--- config.mk ---
export PLATFORM = sky130hd
export DESIGN_NAME = qsort_mem_arbiter
export DESIGN_NICKNAME = d
export VERILOG_FILES = /design/src/rtl/qsort_pkg.sv /design/src/rtl/qsort_arb_rr2.sv /design/src/rtl/qsort_mem_arbiter.sv
export SDC_FILE = /design/constraint.sdc
export NUM_CORES = 1
export LEC_CHECK = 0
export BUFFER_PORTS_ARGS = -buffer_cell sky130_fd_sc_hd__buf_2
export CAP_MARGIN = 20
export CORE_AREA = 2 2 78 80
export CTS_CLUSTER_DIAMETER = 120
export DETAILED_ROUTE_END_ITERATION = 7
export DIE_AREA = 0 0 80 82
export PLACE_DENSITY = 0.7
export SYNTH_ARGS = -nofsm -noshare
export SYNTH_HDL_FRONTEND = slang
export SYNTH_SLANG_ARGS = --single-unit
export TNS_END_PERCENT = 50
--- constraint.sdc ---
create_clock -name clk -period 2.7 [get_ports clk]
set_clock_uncertainty 0.05 [all_clocks]
set_input_delay 0.135 -clock clk [delete_from_list [all_inputs] [get_ports clk]]
set_output_delay 0.135 -clock clk [all_outputs]
set_load 0.01 [all_outputs]
--- src/rtl/qsort_pkg.sv ---
// qsort_pkg: definitions shared by the quicksort controller, the partition
// engine and the element-RAM arbiter.
//   owner_t     - RAM ownership / arbiter state (OWN_NONE doubles as IDLE)
//   QS_AW/QS_DW - default element address / data widths
//   QS_MAX_LOCK - default watchdog limit on consecutive locked cycles
//   SIDE_H/P    - encoding of the round-robin pointer and read owner
package qsort_pkg;

  typedef enum logic [1:0] {
    OWN_NONE = 2'd0,
    OWN_H    = 2'd1,
    OWN_P    = 2'd2
  } owner_t;

  localparam int QS_AW       = 8;
  localparam int QS_DW       = 32;
  localparam int QS_MAX_LOCK = 8;

  localparam logic SIDE_H = 1'b0;
  localparam logic SIDE_P = 1'b1;

endpackage

--- src/rtl/qsort_arb_rr2.sv ---
// qsort_arb_rr2: two-way round-robin picker.
// Ports:
//   req[1:0] in  - bit 0 = host, bit 1 = partition engine
//   ptr      in  - preferred side when both request (0 = host, 1 = engine)
//   gnt[1:0] out - one-hot (or zero) grant, never set without its req
module qsort_arb_rr2 (
  input  logic [1:0] req,
  input  logic       ptr,
  output logic [1:0] gnt
);

  always_comb begin
    gnt    = 2'b00;
    gnt[0] = req[0] & (~req[1] | ~ptr);
    gnt[1] = req[1] & (~req[0] |  ptr);
  end

endmodule

--- src/rtl/qsort_mem_arbiter.sv ---
// qsort_mem_arbiter: shares one single-port element RAM between the host
// port (H) and the partition engine (P). Round-robin arbitration; a side may
// lock the RAM for a burst (e.g. read/read/write/write swap) and a watchdog
// breaks a lock after MAX_LOCK consecutive owned cycles.
//
// Handshake: an access is accepted in any cycle where x_req && x_gnt. x_gnt
// is combinational; the accepted access is driven onto the RAM port in the
// same cycle. A read's data returns on rdata the next cycle, flagged by a
// one-cycle x_rvalid. A requester holds req/we/addr/wdata/lock stable until
// it sees gnt.
//
// Ports:
//   clk, rst_n                      clock, async active-low reset
//   h_req/h_we/h_addr/h_wdata/h_lock host request side
//   h_gnt, h_rvalid                 host grant, read-data valid
//   p_*                             same for the partition engine
//   rdata                           read data (straight from mem_rdata)
//   mem_en/mem_we/mem_addr/mem_wdata/mem_rdata  RAM port
//   lock_timeout                    one-cycle pulse after a lock is broken
//   dbg_state, dbg_rr_ptr           FSM state and round-robin pointer
// Optional (macro QSORT_ARB_STATS_EN):
//   h_grant_cnt, p_grant_cnt, conflict_cnt  saturating 16-bit counters
module qsort_mem_arbiter
  import qsort_pkg::*;
#(
  parameter int AW       = QS_AW,
  parameter int DW       = QS_DW,
  parameter int MAX_LOCK = QS_MAX_LOCK
) (
  input  logic          clk,
  input  logic          rst_n,
  input  logic          h_req,
  input  logic          h_we,
  input  logic [AW-1:0] h_addr,
  input  logic [DW-1:0] h_wdata,
  input  logic          h_lock,
  output logic          h_gnt,
  output logic          h_rvalid,
  input  logic          p_req,
  input  logic          p_we,
  input  logic [AW-1:0] p_addr,
  input  logic [DW-1:0] p_wdata,
  input  logic          p_lock,
  output logic          p_gnt,
  output logic          p_rvalid,
  output logic [DW-1:0] rdata,
  output logic          mem_en,
  output logic          mem_we,
  output logic [AW-1:0] mem_addr,
  output logic [DW-1:0] mem_wdata,
  input  logic [DW-1:0] mem_rdata,
  output logic          lock_timeout,
`ifdef QSORT_ARB_STATS_EN
  output logic [15:0]   h_grant_cnt,
  output logic [15:0]   p_grant_cnt,
  output logic [15:0]   conflict_cnt,
`endif
  output logic [1:0]    dbg_state,
  output logic          dbg_rr_ptr
);

  localparam int HW = $clog2(MAX_LOCK + 1);
  localparam logic [HW-1:0] HOLD_MAX = HW'(MAX_LOCK);
  // hold_cnt counts owned cycles already completed, so the current cycle is
  // number hold_cnt+1; the last permitted one is where hold_cnt == MAX_LOCK-1.
  localparam logic [HW-1:0] HOLD_LAST = HW'(MAX_LOCK - 1);

  owner_t        state_q, state_d;
  logic          rr_q, rr_d;
  logic [HW-1:0] hold_q, hold_d;
  logic          timeout_d;
  logic          rd_valid_q;
  logic          rd_owner_q;
  logic [1:0]    rr_gnt;
  logic          own_req, own_lock, own_side;

  qsort_arb_rr2 u_rr (
    .req ({p_req, h_req}),
    .ptr (rr_q),
    .gnt (rr_gnt)
  );

  always_ff @(posedge clk or negedge rst_n) begin
    if (!rst_n) begin
      state_q      <= OWN_NONE;
      rr_q         <= SIDE_H;
      hold_q       <= '0;
      lock_timeout <= 1'b0;
      rd_valid_q   <= 1'b0;
      rd_owner_q   <= SIDE_H;
    end else begin
      state_q      <= state_d;
      rr_q         <= rr_d;
      hold_q       <= hold_d;
      lock_timeout <= timeout_d;
      rd_valid_q   <= mem_en & ~mem_we;
      if (mem_en & ~mem_we) rd_owner_q <= p_gnt;
    end
  end

  always_comb begin
    h_gnt     = 1'b0;
    p_gnt     = 1'b0;
    state_d   = state_q;
    rr_d      = rr_q;
    hold_d    = hold_q;
    timeout_d = 1'b0;
    own_side  = (state_q == OWN_P);
    own_req   = own_side ? p_req  : h_req;
    own_lock  = own_side ? p_lock : h_lock;

    case (state_q)
      OWN_H:   h_gnt = h_req;
      OWN_P:   p_gnt = p_req;
      default: {p_gnt, h_gnt} = rr_gnt;
    endcase

    case (state_q)
      OWN_H, OWN_P: begin
        if (own_req && own_lock && hold_q < HOLD_LAST) begin
          hold_d = (hold_q == HOLD_MAX) ? hold_q : hold_q + 1'b1;
        end else begin
          // Normal release, idle owner, or watchdog break: all hand
          // priority to the other side.
          state_d   = OWN_NONE;
          hold_d    = '0;
          rr_d      = ~own_side;
          timeout_d = own_req & own_lock;
        end
      end
      default: begin
        if (h_gnt || p_gnt) begin
          if ((h_gnt ? h_lock : p_lock) && MAX_LOCK > 1) begin
            state_d = h_gnt ? OWN_H : OWN_P;
            hold_d  = HW'(1);
          end else begin
            rr_d      = h_gnt ? SIDE_P : SIDE_H;
            // With MAX_LOCK == 1 a locked access is already the last one.
            timeout_d = h_gnt ? h_lock : p_lock;
          end
        end
      end
    endcase
  end

  always_comb begin
    mem_en    = h_gnt | p_gnt;
    mem_we    = p_gnt ? p_we    : (h_gnt & h_we);
    mem_addr  = p_gnt ? p_addr  : h_addr;
    mem_wdata = p_gnt ? p_wdata : h_wdata;
  end

  assign rdata      = mem_rdata;
  assign h_rvalid   = rd_valid_q & (rd_owner_q == SIDE_H);
  assign p_rvalid   = rd_valid_q & (rd_owner_q == SIDE_P);
  assign dbg_state  = state_q;
  assign dbg_rr_ptr = rr_q;

`ifdef QSORT_ARB_STATS_EN
  // Only one side can be granted, so both req high always means one denied.
  always_ff @(posedge clk or negedge rst_n) begin
    if (!rst_n) begin
      h_grant_cnt  <= '0;
      p_grant_cnt  <= '0;
      conflict_cnt <= '0;
    end else begin
      if (h_gnt && h_grant_cnt != 16'hFFFF) h_grant_cnt <= h_grant_cnt + 16'd1;
      if (p_gnt && p_grant_cnt != 16'hFFFF) p_grant_cnt <= p_grant_cnt + 16'd1;
      if (h_req && p_req && conflict_cnt != 16'hFFFF)
        conflict_cnt <= conflict_cnt + 16'd1;
    end
  end
`endif

endmodule

# After elaboration in Yosys (flattened, before gate mapping)
# Index checks and enable logic that the tools add are counted.
[op_classes] eq_ne=6 reduce_logical=9 bitwise=16 add_sub_neg=1 mux=25 n_lt_le_gt_ge=1
[op_table] operator="$mux 32" count=1
[op_table] operator="$mux 4" count=5
[op_table] operator="$mux 1" count=11
[op_table] operator="$mux 2" count=5
[op_table] operator="$reduce_and 3->1" count=3
[op_table] operator="$mux 8" count=1
[op_table] operator="$and 1x1->1" count=7
[op_table] operator="$not 1->1" count=6
[op_table] operator="$add 4x1->4 const B" count=1
[op_table] operator="$eq 4x4->1 const B" count=1
[op_table] operator="$lt 4x3->1 const B" count=1
[op_table] operator="$pmux 1 s2" count=2
[op_table] operator="$reduce_bool 2->1" count=2
[op_table] operator="$ne 3x3->1 const B" count=1
[op_table] operator="$or 1x1->1" count=3
[op_table] operator="$eq 2x1->1 const B" count=1
[op_table] operator="$eq 2x2->1 const B" count=1
[op_table] operator="$logic_and 1x1->1" count=2
[op_table] operator="$ne 2x1->1 const B" count=1
[op_table] operator="$ne 2x2->1 const B" count=1
[op_table] operator="$reduce_or 2->1" count=1
[op_table] operator="$logic_or 1x1->1" count=1
[totals] ff_bits=10 out_inout_bits=82 elab_cells=64 in_bits=120

# Longest topological paths before layout
# Gate-level depths: netlist (run 1).
[depth] ltp_word=8 ltp_mapped=9 depth_no_buf=8

# Hierarchy
# A second synthesis (run 1) with hierarchy kept.
[hier_totals] cells_unflattened=231 hier_area_um2=1381.3
[by_module_without_submodules] mod="qsort_mem_arbiter" seq_area_each_um2=250.2 instances=1 area_per_inst_um2=1362.6 cells_per_inst=228
[by_module_without_submodules] mod="qsort_arb_rr2" seq_area_each_um2=0.0 instances=1 area_per_inst_um2=18.8 cells_per_inst=3

# Worst setup path after synthesis (run 1)
# OpenSTA, ideal clock, no wires.
[synth_timing] path_type="reg2reg" startpoint="register state_q[0] (netlist: dbg_state[0])" endpoint="register rr_q (netlist: dbg_rr_ptr)" arrival_time_ns=1.845 setup_time_ns=0.124 period_less_slack_ns=2.019 n_path_buf=1 path_slack_ns=0.681 path_stages_with_launch=10 t_required_ns=2.526 cell_sequence="dfrtp_1 > inv_1 > ha_1 > buf_6 > o21ai_2 > o21bai_4 > inv_2 > o31ai_4 > mux2i_1 > a211o_1"
[synth_between] elab_chain_len=6 elab_cells_between_ends=21 cone_classes="eq/ne: 4; mux: 10; bitwise: 1; reduce/logical: 6"
[synth_lines] item="from (decl)" line_no="qsort_mem_arbiter.sv:68" text="owner_t state_q, state_d;"
[synth_lines] item="from (signal assigned)" line_no="qsort_mem_arbiter.sv:92" text="state_q <= state_d;"
[synth_lines] item="$eq 2x2->1 / $eq 2x1->1 (equally long branches)" line_no="qsort_mem_arbiter.sv:112" text="case (state_q)"
[synth_lines] item="$pmux 1 s2 (*)" line_no="qsort_mem_arbiter.sv:112"
[synth_lines] item="named net h_gnt" line_no="qsort_mem_arbiter.sv:37" text="output logic h_gnt,"
[synth_lines] item="$mux 1" line_no="qsort_mem_arbiter.sv:137" text="rr_d = h_gnt ? SIDE_P : SIDE_H;"
[synth_lines] item="$mux 1" line_no="qsort_mem_arbiter.sv:133" text="if ((h_gnt ? h_lock : p_lock) && MAX_LOCK > 1) begin"
[synth_lines] item="$mux 1" line_no="qsort_mem_arbiter.sv:132" text="if (h_gnt || p_gnt) begin"
[synth_lines] item="$mux 1" line_no="qsort_mem_arbiter.sv:118" text="case (state_q)"
[synth_lines] item="to (signal assigned)" line_no="qsort_mem_arbiter.sv:93" text="rr_q <= rr_d;"
[synth_lines] item="to (decl)" line_no="qsort_mem_arbiter.sv:69" text="logic rr_q, rr_d;"
# The timed path passes the listed nets; every way through them passes the cells marked *. The select of a mux whose other input is x is not followed.
# A chain may end at the register's enable or synchronous reset.

# Final worst setup path (run 1)
[layout_timing] startpoint="register state_q[0] (netlist: dbg_state[0])" endpoint="output port mem_we"
[layout_between] elab_chain_len=4 elab_cells_between_ends=6 cone_classes="eq/ne: 2; mux: 3; bitwise: 1"
[layout_lines] item="$eq 2x2->1 / $eq 2x1->1 (equally long branches)" line_no="qsort_mem_arbiter.sv:112"
[layout_lines] item="$pmux 1 s2" line_no="qsort_mem_arbiter.sv:112"
[layout_lines] item="$and 1x1->1" line_no="qsort_mem_arbiter.sv:148" text="mem_we = p_gnt ? p_we : (h_gnt & h_we);"
[layout_lines] item="$mux 1 (*)" line_no="qsort_mem_arbiter.sv:148"
[layout_lines] item="to (decl)" line_no="qsort_mem_arbiter.sv:48" text="output logic mem_we,"
# Every way passes the cells marked *; elsewhere a longest branch is shown, timed or not.

==> results of run 1 <==
-- layout make-up --
type / instances / area [um^2] / area share (%)
clock buffers: 4 / 55.1 / 2.77
well taps: 75 / 93.8 / 4.73
repair buffers: 142 / 726 / 36.6
multi-input cells: 168 / 831 / 41.9
inverters: 7 / 28.8 / 1.45
flip-flops and latches: 10 / 250 / 12.6
-- power by group through the flow --
stage | Sequential [mW] | Combinational, mW | Clock [mW]
2_1_floorplan | 0.253 | 0.876 | 0
3_3_place_gp | 0.253 | 1.27 | 0
5_1_grt | 0.263 | 1.43 | 0.201
4_1_cts | 0.255 | 1.30 | 0.192
6_report | 0.257 | 1.29 | 0.188
3_5_place_dp | 0.256 | 1.29 | 0
-- placed cells by master, fill, tap and decap left out, types with 3 or more instances in the layout --
cell type  count
buf_4          4
a21oi_1        5
dfrtp_1       10
o21ai_0        3
ha_1           5
nand2_1      127
buf_2        137
clkbuf_8       4
inv_1          4
-- what timing repair did --
item,CTS,global route
gates resized for setup,0,0
hold endpoints to repair,10,0
hold buffers,1,0
-- cell families (layout without fill, tap and decap cells) --
family / Yosys count / count (layout)
fa+ha+maj: 5 / 5
buf+inv: 48 / 153
simple gates: 139 / 139
mux: 1 / 1
flops: 10 / 10
compound gates: 23 / 23
-- path summary, 6_finish.rpt --
path                                end         start  cells past startpoint  slack [ns]
setup / recovery                 mem_we  dbg_state[0]                      8        0.28
hold / removal               rd_owner_q          p_we                      2        0.07
setup reg to reg             dbg_rr_ptr  dbg_state[0]                      8        0.43
hold reg to reg               hold_q[3]     hold_q[3]                      2        0.43
max in group asynchronous     hold_q[3]         rst_n                      2        2.18
min in group asynchronous  dbg_state[0]         rst_n                      2        0.23
-- per-layer routing --
metal  vias to the layer above  GRT usage [%]  part of all wire (%)
met4                         0           2.54                  0.65
met5                         -              0                     0
met2                        82           21.6                    50
li1                        891              -                     -
met3                         3           2.86                   8.1
met1                       748           14.0                    42
-- metrics by stage --
step                      cells  util [%]  setup slack (ns)
after global routing        406      34.5             0.133
after floorplan             226         -             0.681
after global placement      401      33.4             0.523
final                       406      34.5             0.281
after CTS                   406      34.5             0.281
after detailed placement    401      33.4             0.442
-- flip-flops by register name, indices dropped and copies added (netlist names) --
register / flops
dbg_state: 2
hold_q: 4
rd_valid_q: 1
lock_timeout: 1
rd_owner_q: 1
dbg_rr_ptr: 1
==> results_dict.tcl, run 1 <==
set metrics [dict create \
    outcome "finished, final reports clean" \
    finalHoldViolations 0 \
    netlist_top_cells_area "nand2_1, dfrtp_1, buf_4" \
    timing.fmax_mhz 413 \
    crit_type "reg2out" \
    ys_async_sr_fraction_pct 100 \
    cpMaxStageDelayCell "ha_1" \
    compound_gate_fraction_of_synth_area_pct 14.5 \
    avgRoutedWirePerCell_um 11.3 \
    postLayoutCellArea_mm2 0.00198 \
    synth_top_cell_by_area "nand2_1" \
    cts.clk_slew.worst_paths_ns 0.05 \
    synth_most_common_cell "nand2_1" \
    endpoint_kind "output pin" \
    number_of_storage_elements_in_the_synthesis_netlist 10 \
    net-switching-power_mw 0.877 \
    grt_remaining_overflow 0 \
    avgViaCountPerCell 4.25 \
    critical_path_required_ns 2.52 \
    worst_vdd_drop_uv 355 \
    clk_pwr_share_pct 10.9 \
    drtIter0Drc 72 \
    post_synth_xor_area_fraction_pct 0 \
    pin_count_of_the_biggest_net_entering_global_routing 25 \
    min_period_ns 2.42 \
    cts-root-to-sink-buffers 2 \
    detailroute.via_count 1724 \
    setup_total_negative_slack_ns 0 \
    finalWirelength_um 4590 \
    seq_total_area_yosys_pct 18.0 \
    nNetsFinal 457 \
    synth_fa_ha_area_share_pct 4.51 \
    antenna-diode-count 0 \
    top_level_ports 202 \
    post_synthesis_mux_area_share_pct 0.721 \
    cap_violations 0 \
    most_common_flop_cell_mapped_by_yosys "dfrtp_1" \
    tritoncts_clock_tree "built" \
    synth.cells.most_frequent "nand2_1, buf_4, dfrtp_1" \
    yosysTopAreaCellShare_pct 34.4 \
    critPathTopFamily "adder cells" \
    cp.arrival_ns 2.23 \
    grt_antenna_before_repair 0 \
    crit_path_cell_trace "inv_1, ha_1, nand3b_1, o211ai_4, inv_2, buf_4, o21ai_1, buf_2" \
    cellInternalPower_mw 0.853 \
    critical_path_peak_fanout 22 \
    slew-limit-headroom_pct 69.4 \
    worstMarginPinSlew_ns 0.459 \
    cts_inserted_buffers 3 \
    seq_power_share_pct 14.9 \
    die_w_um 80 \
    final_max_slew_viol_count 0 \
    final_weighted_congestion_in_routability_driven_placement 0.828 \
    detailed_place.area_mm2 0.00192 \
    grt_first_pass_wirelength_um 6270 \
    io_buffer_count 137 \
    final.period_utilization_pct 89.6 \
    effective_utilization_at_floorplan_pct 24.2 \
    syn_std_cell_area_mm2 0.00139 \
    rsz0062_at_grt "no" \
    min_path_type "in2reg" \
    synth_area_per_cell_um2 6.14 \
    design_power_total_mw 1.73 \
    clock_sinks 10 \
    hold_slack_ns 0.0677 \
    yosys.cell_types.count 34 \
    crit_buf_inv 4 \
    layout-drive-gt1-share_pct 46.8 \
    synth_enable_flop_cells 0 \
    area.growth.synth_to_final_pct 43.0 \
    synthSimpleGateAreaFrac_pct 39.5 \
    cts_setup_buffers 0 \
    setup-violations-final 0 \
    nFillCells 651 \
    coreArea_mm2 0.00575 \
    htree_num_levels 1 \
    grt_pass1_vias 1389 \
    globalRouteTotalUtil_pct 11.8 \
    worst_skew_pair_latency_ns 0.24 \
    firstDrtPassIters 4 \
    drt.antenna.violating_nets 0 \
    synth_warnings 0 \
    worst_path_largest_cell_delay_ns 0.58 \
    start_kind "flop" \
    fp.dieArea_mm2 0.00656 \
    root_buffer "clkbuf_8" \
    switching_share_pct 50.7 \
    power.leakage_nw 1.25 \
    post-dp-hpwl_um 3790 \
    synth_top_family_by_area "simple AND/OR/NAND/NOR gates" \
    syn_nets 351 \
    die_height_um 82 \
    power_density_mw_per_mm2 872 \
    number_of_instances_in_the_synthesized_netlist 226 \
    comb_power_share_pct 74.3 \
    core.rowCount 28 \
    drc 0 \
]
Power figures use the tool's default switching activity.
==> inputs of run 2 (changes only) <==
PLACE_DENSITY = 0.75   (was 0.7)
==> run 2 against run 1 <==
Sequential power shrank 2%. Critical endpoint unchanged. Setup slack gained 0.026 ns. Flip-flop and latch count is the same. Design area grew 0.13%. Via count grew 1.2%. Maximum frequency grew 1.1%. Final cell count is the same. Worst hold slack gained 0.0039 ns. Die area is the same. Largest cell class unchanged. Routed wire length grew 4.0%.
==> results_dict.tcl, run 2 (synthesized netlist as in run 1, its figures left out) <==
set metrics [dict create \
    drt.antenna.violating_nets 0 \
    crit_type "reg2out" \
    pin_count_of_the_biggest_net_entering_global_routing 30 \
    layout-drive-gt1-share_pct 47.1 \
    registers.top_by_ff_count "hold_q" \
    die_height_um 82 \
    slew-limit-headroom_pct 69.7 \
    clock_sinks 10 \
    cts_setup_buffers 0 \
    endpoint_kind "output pin" \
    worst_vdd_drop_uv 363 \
    setup_total_negative_slack_ns 0 \
    cts-root-to-sink-buffers 2 \
    io_buffer_count 137 \
    grt_remaining_overflow 0 \
    finalWirelength_um 4770 \
    setup-violations-final 0 \
    power.leakage_nw 1.25 \
    layout_commonest_cell "buf_2" \
    drc 0 \
    cts_inserted_buffers 3 \
    critical_path_peak_fanout 27 \
    min_path_type "in2reg" \
    detailed_place.area_mm2 0.00192 \
    crit_path_cell_trace "inv_1, ha_2, nand3b_1, o211ai_4, inv_2, buf_4, nand2_1, o21ai_1, buf_2" \
    min_period_ns 2.39 \
    drtIter0Drc 29 \
    worstMarginPinSlew_ns 0.451 \
    firstDrtPassIters 4 \
    post-dp-hpwl_um 4130 \
    antenna-diode-count 0 \
    design_power_total_mw 1.74 \
    final_max_slew_viol_count 0 \
    power_density_mw_per_mm2 874 \
    die_w_um 80 \
    cap_violations 0 \
    finalHoldViolations 0 \
    multi_input_comb_area_um2 833 \
    crit_buf_inv 4 \
    hold_slack_ns 0.0716 \
    critical_path_required_ns 2.52 \
    cpMaxStageDelayCell "dfrtp_1" \
    coreArea_mm2 0.00575 \
    root_buffer "clkbuf_8" \
    start_kind "flop" \
    worst_path_largest_cell_delay_ns 0.40 \
    tritoncts_clock_tree "built" \
    area.sequential_um2 250 \
    nNetsFinal 457 \
    cp.arrival_ns 2.21 \
    effective_utilization_at_floorplan_pct 24.2 \
    timing.fmax_mhz 418 \
    grt_pass1_vias 1552 \
    avgViaCountPerCell 4.30 \
    nFillCells 661 \
    grt_first_pass_wirelength_um 6930 \
    final.period_utilization_pct 88.6 \
    area.growth.synth_to_final_pct 43.2 \
    rsz0062_at_grt "no" \
    postLayoutCellArea_mm2 0.00199 \
    core.rowCount 28 \
    htree_num_levels 1 \
    cts.clk_slew.worst_paths_ns 0.05 \
    avgRoutedWirePerCell_um 11.8 \
    detailroute.via_count 1744 \
    top_level_ports 202 \
    worst_skew_pair_latency_ns 0.24 \
    final_weighted_congestion_in_routability_driven_placement 0.856 \
    globalRouteTotalUtil_pct 13.0 \
    fp.dieArea_mm2 0.00656 \
    grt_antenna_before_repair 0 \
    outcome "finished, final reports clean" \
    critPathTopFamily "buffers and inverters" \
    flip_flop_count_of_the_largest_register_after_layout 4 \
    final_cell_mix "buf_2, nand2_1, dfrtp_1, a21oi_1" \
]
-- run 2: changes by cell type in the layout (fill, tap and decap cells not counted) --
cell,previous run,this run
ha_1,5,4
ha_2,0,1
-- run 2: per-layer routing --
layer,track usage [%],up-vias,routed length [um]
met5,0,-,0
met4,3.90,0,60
met3,2.42,6,370
met2,24.5,89,2500
met1,14.8,760,1850
li1,-,889,-
-- run 2: final timing paths --
path / from / endpoint / cells after the start / slack (ns)
worst max-delay path: dbg_state[0] / mem_we / 9 / 0.31
worst min-delay path: p_we / rd_owner_q / 2 / 0.07
worst max register to register: dbg_state[0] / hold_q[2] / 8 / 0.55
worst min register to register: hold_q[3] / hold_q[3] / 2 / 0.44
max in group asynchronous: rst_n / dbg_rr_ptr / 2 / 2.18
min in group asynchronous: rst_n / hold_q[2] / 2 / 0.23
-- run 2: where the power goes --
| part | switching [mW] | internal [mW] | total [mW] |
|---|---|---|---|
| Sequential | 0.0481 | 0.205 | 0.253 |
| Combinational | 0.769 | 0.524 | 1.29 |
| Clock | 0.0621 | 0.128 | 0.191 |
-- run 2: final cells by class --
| cell class | count | area share [%] |
|---|---|---|
| repair buffers | 142 | 36.5 |
| flip-flops and latches | 10 | 12.6 |
| well taps | 75 | 4.72 |
| multi-input cells | 168 | 41.9 |
| inverters | 7 | 1.45 |
| clock buffers | 4 | 2.77 |
-- run 2: through the flow --
stage	utilization (%)	worst slack [ns]	instances
after floorplan	-	0.681	226
after global placement	33.4	0.502	401
after detailed placement	33.4	0.430	401
after CTS	34.5	0.158	406
after global routing	34.6	0.145	406
final	34.6	0.307	406
-- run 2: what timing repair did --
item,CTS,global route
hold buffers,1,0
endpoints found under the setup margin,0,1
resized for setup,0,1
endpoints found under the hold margin,10,0
==> inputs of run 3 (changes only) <==
SYNTH_HIERARCHICAL = 1   (was not set)
==> run 3 against run 2 <==
Clock power fell by 2%. Combinational power rose by 12%. Non-clock buffer count fell by 2. Global-route usage fell by 0.92 points. Flip-flop and latch count did not move. Maximum frequency fell by 1.9%. Synthesized area fell by 0.45%. Via count fell by 3.3%. First-iteration DRC count rose by 120%. Worst hold slack improved by 0.019 ns. Count of clock-buffer cells in the layout did not move. Critical endpoint is now mem_wdata[4].
==> results_dict.tcl, run 3 <==
set metrics [dict create \
    design_power_total_mw 1.88 \
    grt_first_pass_wirelength_um 6200 \
    area.growth.synth_to_final_pct 41.6 \
    power.leakage_nw 1.26 \
    antenna-diode-count 0 \
    synth_top_cell_by_area "nand2_1" \
    regToRegEndpoint "rd_owner_q" \
    layout-drive-gt1-share_pct 43.8 \
    drt.antenna.violating_nets 0 \
    nNetsFinal 459 \
    syn_nets 356 \
    slew-limit-headroom_pct 70.4 \
    final_cells 408 \
    root_buffer "clkbuf_8" \
    drc 0 \
    die_height_um 82 \
    clock_sinks 10 \
    start_kind "flop" \
    holdCritStartpoint "p_we" \
    hold_path_depth 2 \
    pin_count_of_the_biggest_net_entering_global_routing 44 \
    firstDrtPassIters 4 \
    avgViaCountPerCell 4.13 \
    worst_vdd_drop_uv 357 \
    setup_total_negative_slack_ns 0 \
    yosysTopAreaCellShare_pct 34.8 \
    drtIter0Drc 63 \
    final_cell_mix "buf_2, nand2_1, dfrtp_1, inv_1, ha_1" \
    post-dp-hpwl_um 3730 \
    dp_cells 403 \
    min_period_ns 2.44 \
    holdBufCountCts 1 \
    outcome "finished, final reports clean" \
    synth_area_per_cell_um2 5.98 \
    endpoint_kind "output pin" \
    registers.top_by_ff_count "hold_q" \
    finalWirelength_um 4470 \
    flip_flop_count_of_the_largest_register_after_layout 4 \
    critical_path_peak_fanout 24 \
    min_path_type "in2reg" \
    top_level_ports 202 \
    final_weighted_congestion_in_routability_driven_placement 0.847 \
    setup-violations-final 0 \
    rsz0062_at_grt "no" \
    ff_to_ff_setup_slack_ns 0.68 \
    final_max_slew_viol_count 0 \
    timing.fmax_mhz 410 \
    worstRegToRegCells 7 \
    cap_violations 0 \
    hold-path-endpoint "rd_valid_q" \
    number_of_instances_in_the_synthesized_netlist 231 \
    most_common_flop_cell_mapped_by_yosys "dfrtp_1" \
    die_w_um 80 \
    avgRoutedWirePerCell_um 11.0 \
    cts_setup_buffers 0 \
    final.period_utilization_pct 90.4 \
    ys_async_sr_fraction_pct 100 \
    io_buffer_count 137 \
    worst_skew_pair_latency_ns 0.24 \
    cts-root-to-sink-buffers 2 \
    htree_num_levels 1 \
    cts.clk_slew.worst_paths_ns 0.05 \
    postLayoutCellArea_mm2 0.00196 \
    finalHoldViolations 0 \
    worst_r2r_startpoint "dbg_state[0]" \
    cts_inserted_buffers 3 \
    worstMarginPinSlew_ns 0.443 \
    fp.dieArea_mm2 0.00656 \
    yosys.cell_types.count 33 \
    grt_antenna_before_repair 0 \
    synth_warnings 6 \
    synth_most_common_cell "nand2_1" \
    tritoncts_clock_tree "built" \
    layout_commonest_cell "buf_2" \
    synth.cells.most_frequent "nand2_1, buf_4, dfrtp_1" \
    number_of_storage_elements_in_the_synthesis_netlist 10 \
    detailroute.via_count 1686 \
    coreArea_mm2 0.00575 \
    critical_path_required_ns 2.52 \
    cp.arrival_ns 2.26 \
    power_density_mw_per_mm2 963 \
    effective_utilization_at_floorplan_pct 24.0 \
    netlist_top_cells_area "nand2_1, dfrtp_1, buf_4" \
    grt_remaining_overflow 0 \
    post_cts_resized 0 \
    detailed_place.area_mm2 0.00189 \
    crit_type "reg2out" \
    synth_enable_flop_cells 0 \
    nFillCells 641 \
    globalRouteTotalUtil_pct 12.1 \
    core.rowCount 28 \
    grt_pass1_vias 1352 \
    seq_total_area_yosys_pct 18.1 \
    syn_std_cell_area_mm2 0.00138 \
    layout.core_utilization_pct 34.0 \
]
run 3: cell families (layout without fill, tap and decap cells):
| group | Yosys count | after routing | synth area share (%) |
|---|---|---|---|
| buf+inv | 52 | 154 | 24.3 |
| xor+xnor | 1 | 1 | 0.634 |
| fa+ha+maj | 5 | 5 | 4.53 |
| mux | 1 | 1 | 0.815 |
| flops | 10 | 10 | 18.1 |
| simple gates | 141 | 141 | 40.2 |
| compound gates | 21 | 21 | 11.4 |
run 3: area by class of cell:
cell class / instances / area, um^2 / share of cell area, %
Multi-Input combinational cell: 169 / 796 / 40.7
Timing Repair Buffer: 140 / 723 / 37.0
Sequential cell: 10 / 250 / 12.8
Tap cell: 75 / 93.8 / 4.80
Clock buffer: 4 / 55.1 / 2.82
Inverter: 10 / 37.5 / 1.92
run 3: metrics by stage:
step | hold WS [ns] | setup slack [ns]
CTS | 0.0839 | 0.260
global placement | -0.0408 | 0.587
global route | 0.0924 | 0.0898
floorplan | -0.211 | 0.810
detailed placement | -0.0428 | 0.525
finish | 0.0905 | 0.260
run 3: layer usage:
metal / up-vias / global-route usage, % / share of wire [%]
met5: - / 0 / 0
met4: 0 / 4.75 / 1.3
met3: 4 / 2.75 / 9.1
met2: 89 / 21.3 / 50
met1: 704 / 14.2 / 40
li1: 889 / - / -
run 3: worst max-delay path: stages, from the launching register on:
cell and delay (ns):
dfrtp_1 0.38, inv_1 0.08, ha_1 0.48, nand2_1 0.11
o21a_4 0.13, inv_2 0.33, buf_12 0.21, nand2_1 0.09
nand2_1 0.07, buf_2 0.12
run 3: how the worst max path moves through the flow:
stage | start | endpoint | slack, ns
floorplan | dbg_state[0] | mem_wdata[19] | 0.81
detailed placement | dbg_state[0] | mem_wdata[4] | 0.52
finish | dbg_state[0] | mem_wdata[4] | 0.26
global route | dbg_state[0] | mem_wdata[4] | 0.09
CTS | dbg_state[0] | mem_wdata[4] | 0.26
global placement | dbg_state[0] | mem_wdata[4] | 0.59
run 3: power breakdown:
group | total, mW | internal (mW) | switching, mW
combinational | 1.45 | 0.586 | 0.863
clock | 0.187 | 0.128 | 0.0588
sequential | 0.247 | 0.205 | 0.0413
